File: src/rtl/utx_piso.sv
// utx_piso: double-buffered UART transmit PISO driven by the ufsm sel code.
// Ports:
//   clk, rstn          clock (rising edge), asynchronous active-low reset
//   en                 bit-advance enable shared with ufsm
//   d_ready, data_in   host byte valid (level-sampled) and byte
//   sel                ufsm state code: 00 idle, 01 start, 10 data, 11 stop
//   clr_err            synchronous clear of ovr/udr/frm_err
//   tx                 registered serial line
//   busy, hold_full    frame in progress, holding register occupied
//   bit_cnt            data bits shifted in current frame (saturates at WIDTH)
//   frame_done         one-cycle pulse at a good frame end
//   ovr, udr, frm_err  sticky overrun, underrun, short/long frame
module utx_piso #(
    parameter int WIDTH = 8,
    localparam int CW = $clog2(WIDTH + 1)
) (
    input  logic             clk,
    input  logic             rstn,
    input  logic             en,
    input  logic             d_ready,
    input  logic [WIDTH-1:0] data_in,
    input  logic [1:0]       sel,
    input  logic             clr_err,
    output logic             tx,
    output logic             busy,
    output logic             hold_full,
    output logic [CW-1:0]    bit_cnt,
    output logic             frame_done,
    output logic             ovr,
    output logic             udr,
    output logic             frm_err
);
    typedef enum logic [1:0] {S_IDLE = 2'b00, S_START = 2'b01, S_DATA = 2'b10, S_STOP = 2'b11} sel_e;

    sel_e             sel_c, sel_q, sel_d;
    logic             tx_q, tx_d, busy_q, busy_d, hold_full_q, hold_full_d, done_q, done_d;
    logic             ovr_q, ovr_d, udr_q, udr_d, frm_q, frm_d, extra_q, extra_d;
    logic [WIDTH-1:0] hold_q, hold_d, shift_q, shift_d;
    logic [CW-1:0]    cnt_q, cnt_d;
    logic             xfer, stop_edge, cnt_full, set_ovr, set_udr, set_frm;

    assign sel_c = sel_e'(sel);

    always_comb begin
        xfer      = en && sel_c == S_START && sel_q != S_START;
        stop_edge = en && sel_c == S_STOP && sel_q != S_STOP;
        cnt_full  = cnt_q == CW'(WIDTH);
        set_ovr   = d_ready && hold_full_q && !xfer;
        set_udr   = xfer && !hold_full_q;
        // extra_q marks a data cycle attempted after saturation, so a long frame is also an error
        set_frm   = (xfer && sel_q == S_DATA) || (stop_edge && (!cnt_full || extra_q));
        done_d    = stop_edge && cnt_full && !extra_q;
        hold_d      = (d_ready && (!hold_full_q || xfer)) ? data_in : hold_q;
        hold_full_d = xfer ? d_ready : (hold_full_q || d_ready);
        shift_d = shift_q;
        cnt_d   = cnt_q;
        tx_d    = tx_q;
        busy_d  = busy_q;
        sel_d   = sel_q;
        extra_d = extra_q;
        if (en) begin
            sel_d = sel_c;
            tx_d  = sel_c == S_DATA ? shift_q[0] : sel_c != S_START;
            if (sel_c == S_DATA) begin
                shift_d = {1'b1, shift_q[WIDTH-1:1]};
                cnt_d   = cnt_full ? cnt_q : cnt_q + 1'b1;
                extra_d = extra_q || cnt_full;
            end
            if (sel_c == S_IDLE) busy_d = 1'b0;
        end
        if (xfer) begin
            shift_d = hold_full_q ? hold_q : '1;
            cnt_d   = '0;
            extra_d = 1'b0;
            busy_d  = 1'b1;
        end
        ovr_d = (ovr_q && !clr_err) || set_ovr;
        udr_d = (udr_q && !clr_err) || set_udr;
        frm_d = (frm_q && !clr_err) || set_frm;
    end

    always_ff @(posedge clk or negedge rstn) begin
        if (!rstn) begin
            tx_q        <= 1'b1;
            busy_q      <= 1'b0;
            hold_full_q <= 1'b0;
            cnt_q       <= '0;
            done_q      <= 1'b0;
            ovr_q       <= 1'b0;
            udr_q       <= 1'b0;
            frm_q       <= 1'b0;
            extra_q     <= 1'b0;
            hold_q      <= '1;
            shift_q     <= '1;
            sel_q       <= S_IDLE;
        end else begin
            tx_q        <= tx_d;
            busy_q      <= busy_d;
            hold_full_q <= hold_full_d;
            cnt_q       <= cnt_d;
            done_q      <= done_d;
            ovr_q       <= ovr_d;
            udr_q       <= udr_d;
            frm_q       <= frm_d;
            extra_q     <= extra_d;
            hold_q      <= hold_d;
            shift_q     <= shift_d;
            sel_q       <= sel_d;
        end
    end

    assign tx         = tx_q;
    assign busy       = busy_q;
    assign hold_full  = hold_full_q;
    assign bit_cnt    = cnt_q;
    assign frame_done = done_q;
    assign ovr        = ovr_q;
    assign udr        = udr_q;
    assign frm_err    = frm_q;
endmodule

File: config.mk
export PLATFORM = sky130hd
export DESIGN_NAME = utx_piso
export DESIGN_NICKNAME = d
export VERILOG_FILES = /design/src/rtl/utx_piso.sv
export SDC_FILE = /design/constraint.sdc
export NUM_CORES = 1
export LEC_CHECK = 0
export CORE_MARGIN = 4
export CORE_UTILIZATION = 35
export CTS_BUF_LIST = sky130_fd_sc_hd__clkbuf_4 sky130_fd_sc_hd__clkbuf_8 sky130_fd_sc_hd__clkbuf_16
export DETAILED_ROUTE_END_ITERATION = 10
export PLACE_DENSITY = 0.68
export SLEW_MARGIN = 0
export SYNTH_ARGS = -nofsm -noshare
export SYNTH_HDL_FRONTEND = slang
export SYNTH_SLANG_ARGS = --single-unit
File: constraint.sdc
create_clock -name clk -period 2 [get_ports clk]
set_input_delay 0.3 -clock clk [delete_from_list [all_inputs] [get_ports clk]]
set_output_delay 0.3 -clock clk [all_outputs]
set_load 0.05 [all_outputs]
==> results.tsv, run 1 <==
metric	value	unit
CTS Hold Bufs	0	
pin count of the biggest net entering global routing	31	
worst-margin pin slew	756	ps
Syn Area/Cell	10.9	um^2
wire per inst	13.6	um
cts repair resizes	0	
DP Area	1890	um^2
data arrival time of the worst path	1600	ps
Crit path largest cell delay	790	ps
setup TNS	0	ps
post-layout util	0.456	
DIE AREA	5710	um^2
Final Max Slew Viols	0	
drt pass-1 iters	4	
Achievable Freq	526	MHz
top cell type's share of synthesized area	0.280	
Top Family by Delay on Critical Path	buffers and inverters	
Critical Path Slowest Stage Cell	clkdlybuf4s50_1	
Clk pin slew, worst setup/hold paths	60	ps
Final setup viols	0	
Crit Path Category	reg2out	
unrepaired setup endpoints after global routing	false	
Yosys reg bits	30	
CTS tree	done	
fraction of layout cells with a size suffix above 1	0.247	
first-pass GRT wire length	5160	um
TritonCTS Buffers	5	
sequential fraction of the synthesis area	0.484	
nets	190	
Clock Sinks	30	
IO Pins	26	
vias in the first global route	1142	
ANT nets after route	0	
FFs w/ async S/R, synth	1.00	
CP Data Required Time	1700	ps
Post-CTS Setup Repair Bufs	0	
antenna diode count	0	
die span in x	75.5	um
Synth cell types	36	
synth top area cells	dfstp_2, dfrtp_1, mux2i_1	
Worst-Skew Late Latency	280	ps
Static Leakage	0.848	nW
clk root buf	clkbuf_8	
hpwl dp	2260	um
setup ws final	99.2	ps
final hold vios	0	
Crit path depth	1	
GRT overflow	0	
leading register cell type out of synthesis	dfstp_2	
starting density of the core	0.364	
Layout fillers	409	
synth-to-layout area growth	25.3	%
drt drc	0	
vias per cell	5.09	
Post-Place Worst Slack	203	ps
row cnt	24	
crit start category	flip-flop	
area leader, netlist	dfstp_2	
Slew HR	0.495	
area of the core	4380	um^2
CP Capture Type	output pin	
fin area	2000	um^2
Power Dens Cells	950	nW/um^2
cells along the critical path	clkdlybuf4s50_1	
Hold Crit Class	in2async	
cell area after synthesis	1600	um^2
worst vdd ir	0.000337	V
Max H-tree Level	2	
max cap viols	0	
Port Buffers	25	
GR Util All Layers	0.121	
R2R depth	5	
gpl congestion	0.764	
Post-Syn Instances	146	
synth warn	0	
initial antenna violation count	0	
Worst Skew	2.60	ps
Crit Path Max Fanout	2	
total number of vias	1150	
Total Wirelength	3070	um
Post-synth EDFFs	0	
Initial DRC Count	28	
Pwr Total	1.90	mW
period utilization	0.950	
minimum clock period	1900	ps
Die H	75.5	um
Clock Tree Buf Depth	2	
Post-Syn Nets	163	
status	complete, no violations	
buffers and inverters on the worst path	1	
-- final timing paths --
| kind | startpoint | slack, ps | endpoint |
|---|---|---|---|
| worst max register to register | bit_cnt[0] | 440 | bit_cnt[2] |
| min in group clk | extra_q | 460 | frame_done |
| worst max-delay path | tx | 100 | tx |
| worst min register to register | extra_q | 460 | frame_done |
| max in group asynchronous | rstn | 1270 | tx |
| worst min-delay path | rstn | 410 | frame_done |
-- cells by family (layout without fill, tap and decap cells) --
logic type | after synthesis | count (layout) | share of synthesized area
AND/OR/NAND/NOR | 47 | 47 | 0.180
adder cells (fa/ha/maj) | 2 | 2 | 0.0157
AO/OA/AOI/OAI | 32 | 32 | 0.146
multiplexers | 18 | 18 | 0.115
flip-flops | 30 | 30 | 0.484
buffers and inverters | 17 | 45 | 0.0596
-- cells in the final DEF (no fill, tap or decap), types with 2 or more instances in the layout --
cell type         n
clkdlybuf4s50_1  24
nand3b_1          2
dfrtp_1          13
and3b_2           2
a22o_1            2
nand2b_1          9
nand2_1          10
ha_1              2
nor2_1           11
o21ai_0           4
inv_1             6
nand3_1           3
mux2_2            3
buf_4             5
a21oi_1           4
mux2i_1          15
nand3b_4          2
o211ai_1         16
dfstp_2          17
clkbuf_8          8
-- Yosys cell counts (2+ instances only) --
library cell  number
mux2i_1           15
nand2b_1           9
inv_1              6
a22o_1             2
nand2_1           10
o21ai_0            4
mux2_2             3
and3b_2            2
nand3b_4           2
dfrtp_1           13
dfstp_2           17
a21oi_1            4
nand3b_1           2
buf_6              3
o211ai_1          16
clkbuf_1           2
nand3_1            3
nor2_1            11
buf_2              4
ha_1               2
-- metrics by stage --
step           hold slack, ps  std cells
2_1_floorplan            4.41        146
3_3_place_gp              454        218
3_5_place_dp              448        218
4_1_cts                   422        226
5_1_grt                   435        226
6_report                  412        226
-- routing by layer --
metal,track usage,part of all wire
met2,0.189,0.46
met3,0.0409,0.071
met4,0.0408,0.012
met1,0.156,0.45
met5,0,0
-- flip-flops by register name, summed over array words and instances, names as in the netlist --
name        cells
frame_done      1
hold_q          8
sel_q           2
ovr             1
udr             1
hold_full       1
busy            1
shift_q         8
frm_err         1
tx              1
extra_q         1
bit_cnt         4
-- final cells by class --
type	instances	area, um^2	area share
repair buffers	30	298	0.149
clock buffers	8	110	0.0550
well taps	52	65.1	0.0325
flip-flops and latches	30	772	0.386
multi-input cells	99	729	0.365
inverters	7	26.3	0.0131
-- report_power, final --
group	switching (mW)	leakage, nW	internal, mW
clock network	0.223	0.0575	0.347
registers	0.0826	0.343	0.780
logic	0.264	0.447	0.203
Note: power is estimated with default switching activity, not from simulation.
==> run 2: changes to the inputs <==
--- a/config.mk
+++ b/config.mk
@@ -10,6 +10,7 @@
 export CTS_BUF_LIST = sky130_fd_sc_hd__clkbuf_4 sky130_fd_sc_hd__clkbuf_8 sky130_fd_sc_hd__clkbuf_16
 export DETAILED_ROUTE_END_ITERATION = 10
 export PLACE_DENSITY = 0.68
+export SKIP_CTS_REPAIR_TIMING = 1
 export SLEW_MARGIN = 0
 export SYNTH_ARGS = -nofsm -noshare
 export SYNTH_HDL_FRONTEND = slang
==> results of run 2 <==
No change in the layout: final DEF, timing and power equal those of run 1.
==> run 3: changes to the inputs <==
--- a/config.mk
+++ b/config.mk
@@ -5,11 +5,13 @@
 export SDC_FILE = /design/constraint.sdc
 export NUM_CORES = 1
 export LEC_CHECK = 0
+export ABC_AREA = 1
 export CORE_MARGIN = 4
-export CORE_UTILIZATION = 35
+export CORE_UTILIZATION = 38
 export CTS_BUF_LIST = sky130_fd_sc_hd__clkbuf_4 sky130_fd_sc_hd__clkbuf_8 sky130_fd_sc_hd__clkbuf_16
 export DETAILED_ROUTE_END_ITERATION = 10
-export PLACE_DENSITY = 0.68
+export GPL_TIMING_DRIVEN = 0
+export PLACE_DENSITY = 0.73
 export SKIP_CTS_REPAIR_TIMING = 1
 export SLEW_MARGIN = 0
 export SYNTH_ARGS = -nofsm -noshare
==> run 3 against run 2 <==
Die area decreased by 11%. Hold slack got worse by 370 ps. Register-to-register slack improved by 230 ps. First-iteration DRC count increased by 110%. Non-clock buffer count unchanged. Fmax decreased by 0.30%. Flip-flop and latch count unchanged. Synthesized cell count increased by 31%. Largest power group unchanged. Highest routed layer unchanged.
==> results.tsv, run 3 <==
metric	value	unit	change
status	complete, no violations		unchanged
cells along the critical path	clkdlybuf4s50_1		unchanged
clk root buf	clkbuf_8		unchanged
Sw Ratio	0.355		was 0.300
Post-synth top cells	nand2_1, inv_1, nand3_1, nor2_1, dfstp_2		was dfstp_2, o211ai_1, mux2i_1, dfrtp_1, nor2_1
Clk pin slew, worst setup/hold paths	70	ps	was 60 ps
most common cell in the netlist	nand2_1		was dfstp_2
wire per inst	10.4	um	was 13.6 um
Internal	1.32	mW	was 1.33 mW
P_sw	0.727	mW	was 0.569 mW
Clock Sinks	30		unchanged
vias in the first global route	1129		was 1142
Total Wirelength	2810	um	was 3070 um
total number of vias	1249		was 1150
pin count of the biggest net entering global routing	31		unchanged
GR Util All Layers	0.124		was 0.121
Port Buffers	24		was 25
TritonCTS Buffers	5		unchanged
Post-Syn Nets	208		was 163
starting density of the core	0.403		was 0.364
period utilization	0.953		was 0.950
minimum clock period	1910	ps	was 1900 ps
post-layout util	0.506		was 0.456
Power Dens Cells	1070	nW/um^2	was 950 nW/um^2
Crit Path Max Fanout	2		unchanged
Die H	71.2	um	was 75.5 um
multiplexer area fraction after synthesis	0		was 0.115
largest family of logic cells by synthesized area	simple AND/OR/NAND/NOR gates		unchanged
post-synthesis adder-cell area fraction	0.0165		was 0.0157
Worst-Skew Late Latency	280	ps	about the same
synth warn	0		unchanged
Logic pwr share	0.305		was 0.246
max cap viols	0		unchanged
top cell type's share of synthesized area	0.294		was 0.280
synth top area cells	dfstp_2, dfrtp_1, nand2_1		was dfstp_2, dfrtp_1, mux2i_1
ANT nets after route	0		unchanged
Max H-tree Level	2		unchanged
initial antenna violation count	0		unchanged
Synth Area in XOR/XNOR	0		unchanged
Final setup viols	0		unchanged
Layout fillers	355		was 409
Hold Crit Class	in2async		unchanged
Synth Area in Simple Gates	0.325		was 0.180
worst-margin pin slew	644	ps	was 756 ps
most frequent cells in the layout	nand2_1, inv_1, nand3_1		was clkdlybuf4s50_1, dfstp_2, o211ai_1
Initial DRC Count	60		was 28
worst vdd ir	0.000509	V	was 0.000337 V
Slew HR	0.571		was 0.495
Post-Syn Instances	191		was 146
die span in x	71.2	um	was 75.5 um
data arrival time of the worst path	1610	ps	was 1600 ps
clock share of power	0.248		was 0.300
compound-gate portion of the synthesized area	0.0428		was 0.146
vias per cell	4.61		was 5.09
DIE AREA	5070	um^2	was 5710 um^2
buffers and inverters on the worst path	1		unchanged
fraction of layout cells with a size suffix above 1	0.179		was 0.247
crit start category	flip-flop		unchanged
Min Hold Slack	42.3	ps	was 412 ps
Critical Path Slowest Stage Cell	clkdlybuf4s50_1		unchanged
Final Max Slew Viols	0		unchanged
Post-synth EDFFs	0		unchanged
Syn Area/Cell	7.95	um^2	was 10.9 um^2
final hold vios	0		unchanged
drt pass-1 iters	7		was 4
leading register cell type out of synthesis	dfstp_2		unchanged
FFs w/ async S/R, synth	1.00		unchanged
cell area after synthesis	1520	um^2	was 1600 um^2
most common cell after layout, fill and taps aside	nand2_1		was clkdlybuf4s50_1
Yosys reg bits	30		unchanged
Synth cell types	20		was 36
synth-to-layout area growth	25.7	%	was 25.3%
CP Capture Type	output pin		unchanged
setup TNS	0	ps	unchanged
IO Pins	26		unchanged
antenna diode count	0		unchanged
CP Data Required Time	1700	ps	about the same
GRT overflow	0		unchanged
sequential share of power	0.447		was 0.454
drt drc	0		unchanged
Achievable Freq	525	MHz	was 526 MHz
Clock Tree Buf Depth	2		unchanged
Pwr Total	2.05	mW	was 1.90 mW
Top Family by Delay on Critical Path	buffers and inverters		unchanged
row cnt	22		was 24
first-pass GRT wire length	4980	um	was 5160 um
hpwl dp	2000	um	was 2260 um
Crit Path Category	reg2out		unchanged
sequential fraction of the synthesis area	0.508		was 0.484
CTS tree	done		unchanged
gpl congestion	0.773		was 0.764
unrepaired setup endpoints after global routing	false		unchanged
Static Leakage	0.981	nW	was 0.848 nW
area leader, netlist	dfstp_2		unchanged
Crit path largest cell delay	790	ps	about the same
Worst Skew	4.16	ps	was 2.60 ps
nets	239		was 190
area of the core	3770	um^2	was 4380 um^2
[run 3: cell count changes in the layout (fill, tap and decap cells not counted), sizes merged, moves of 3 or more]
| cell | change |
|---|---|
| nand2 | +44 |
| nand3 | +27 |
| inv | +23 |
| o211ai | -16 |
| mux2i | -15 |
| nor2 | +11 |
| nand2b | -9 |
| o21ai | +5 |
| nand3b | -4 |
| and3b | -3 |
| mux2 | -3 |
[run 3: final timing paths]
path	startpoint	endpoint	slack (ps)	depth (start not counted)
hold reg to reg	hold_q[6]	hold_q[6]	460	2
setup reg to reg	bit_cnt[0]	frm_err	670	5
setup / recovery	tx	tx	90	1
min in group clk	d_ready	hold_q[6]	400	3
max in group asynchronous	rstn	udr	1540	1
hold / removal	rstn	bit_cnt[1]	40	1
[run 3: routing by layer]
layer  vias up  routed length, um  global-route usage
li1        655                  -                   -
met1       562               1330               0.158
met2        28               1300               0.190
met3         4                159              0.0547
met4         0                 25              0.0376
met5         -                  0                   0
[run 3: cell type report]
cell class,instances,area (um^2),area share
Sequential cell,30,772,0.404
Multi-Input combinational cell,126,584,0.306
Timing Repair Buffer,24,235,0.123
Inverter,29,109,0.0570
Clock buffer,6,82.6,0.0433
Tap cell,48,60.1,0.0315
Buffer,6,53.8,0.0282
Clock inverter,2,12.5,0.00655
[run 3: cells by family (layout without fill, tap and decap cells)]
kind of cell / count (synthesis) / count (layout)
compound gates: 13 / 13
simple gates: 111 / 111
flops: 30 / 30
fa+ha+maj: 2 / 2
buf+inv: 35 / 67
[run 3: worst reg2reg max path, cell delays in order (launching register included)]
cell,delay [ps]
dfrtp_1,430
inv_1,100
ha_1,170
nand3_1,200
o21ai_0,220
nand3_1,90
[run 3: power by group through the flow]
stage / Sequential, mW / Clock [mW] / Combinational, mW
finish: 0.917 / 0.509 / 0.624
global route: 0.941 / 0.563 / 0.696
CTS: 0.918 / 0.525 / 0.632
detailed placement: 0.925 / 0 / 0.628
global placement: 0.919 / 0 / 0.616
floorplan: 1.06 / 0 / 0.295
[run 3: stage by stage]
stage	worst slack, ps	area (um^2)	cells
2_1_floorplan	469	1520	191
3_3_place_gp	90.5	1820	263
3_5_place_dp	91.0	1820	263
4_1_cts	78.6	1910	271
5_1_grt	47.2	1910	271
6_report	93.4	1910	271
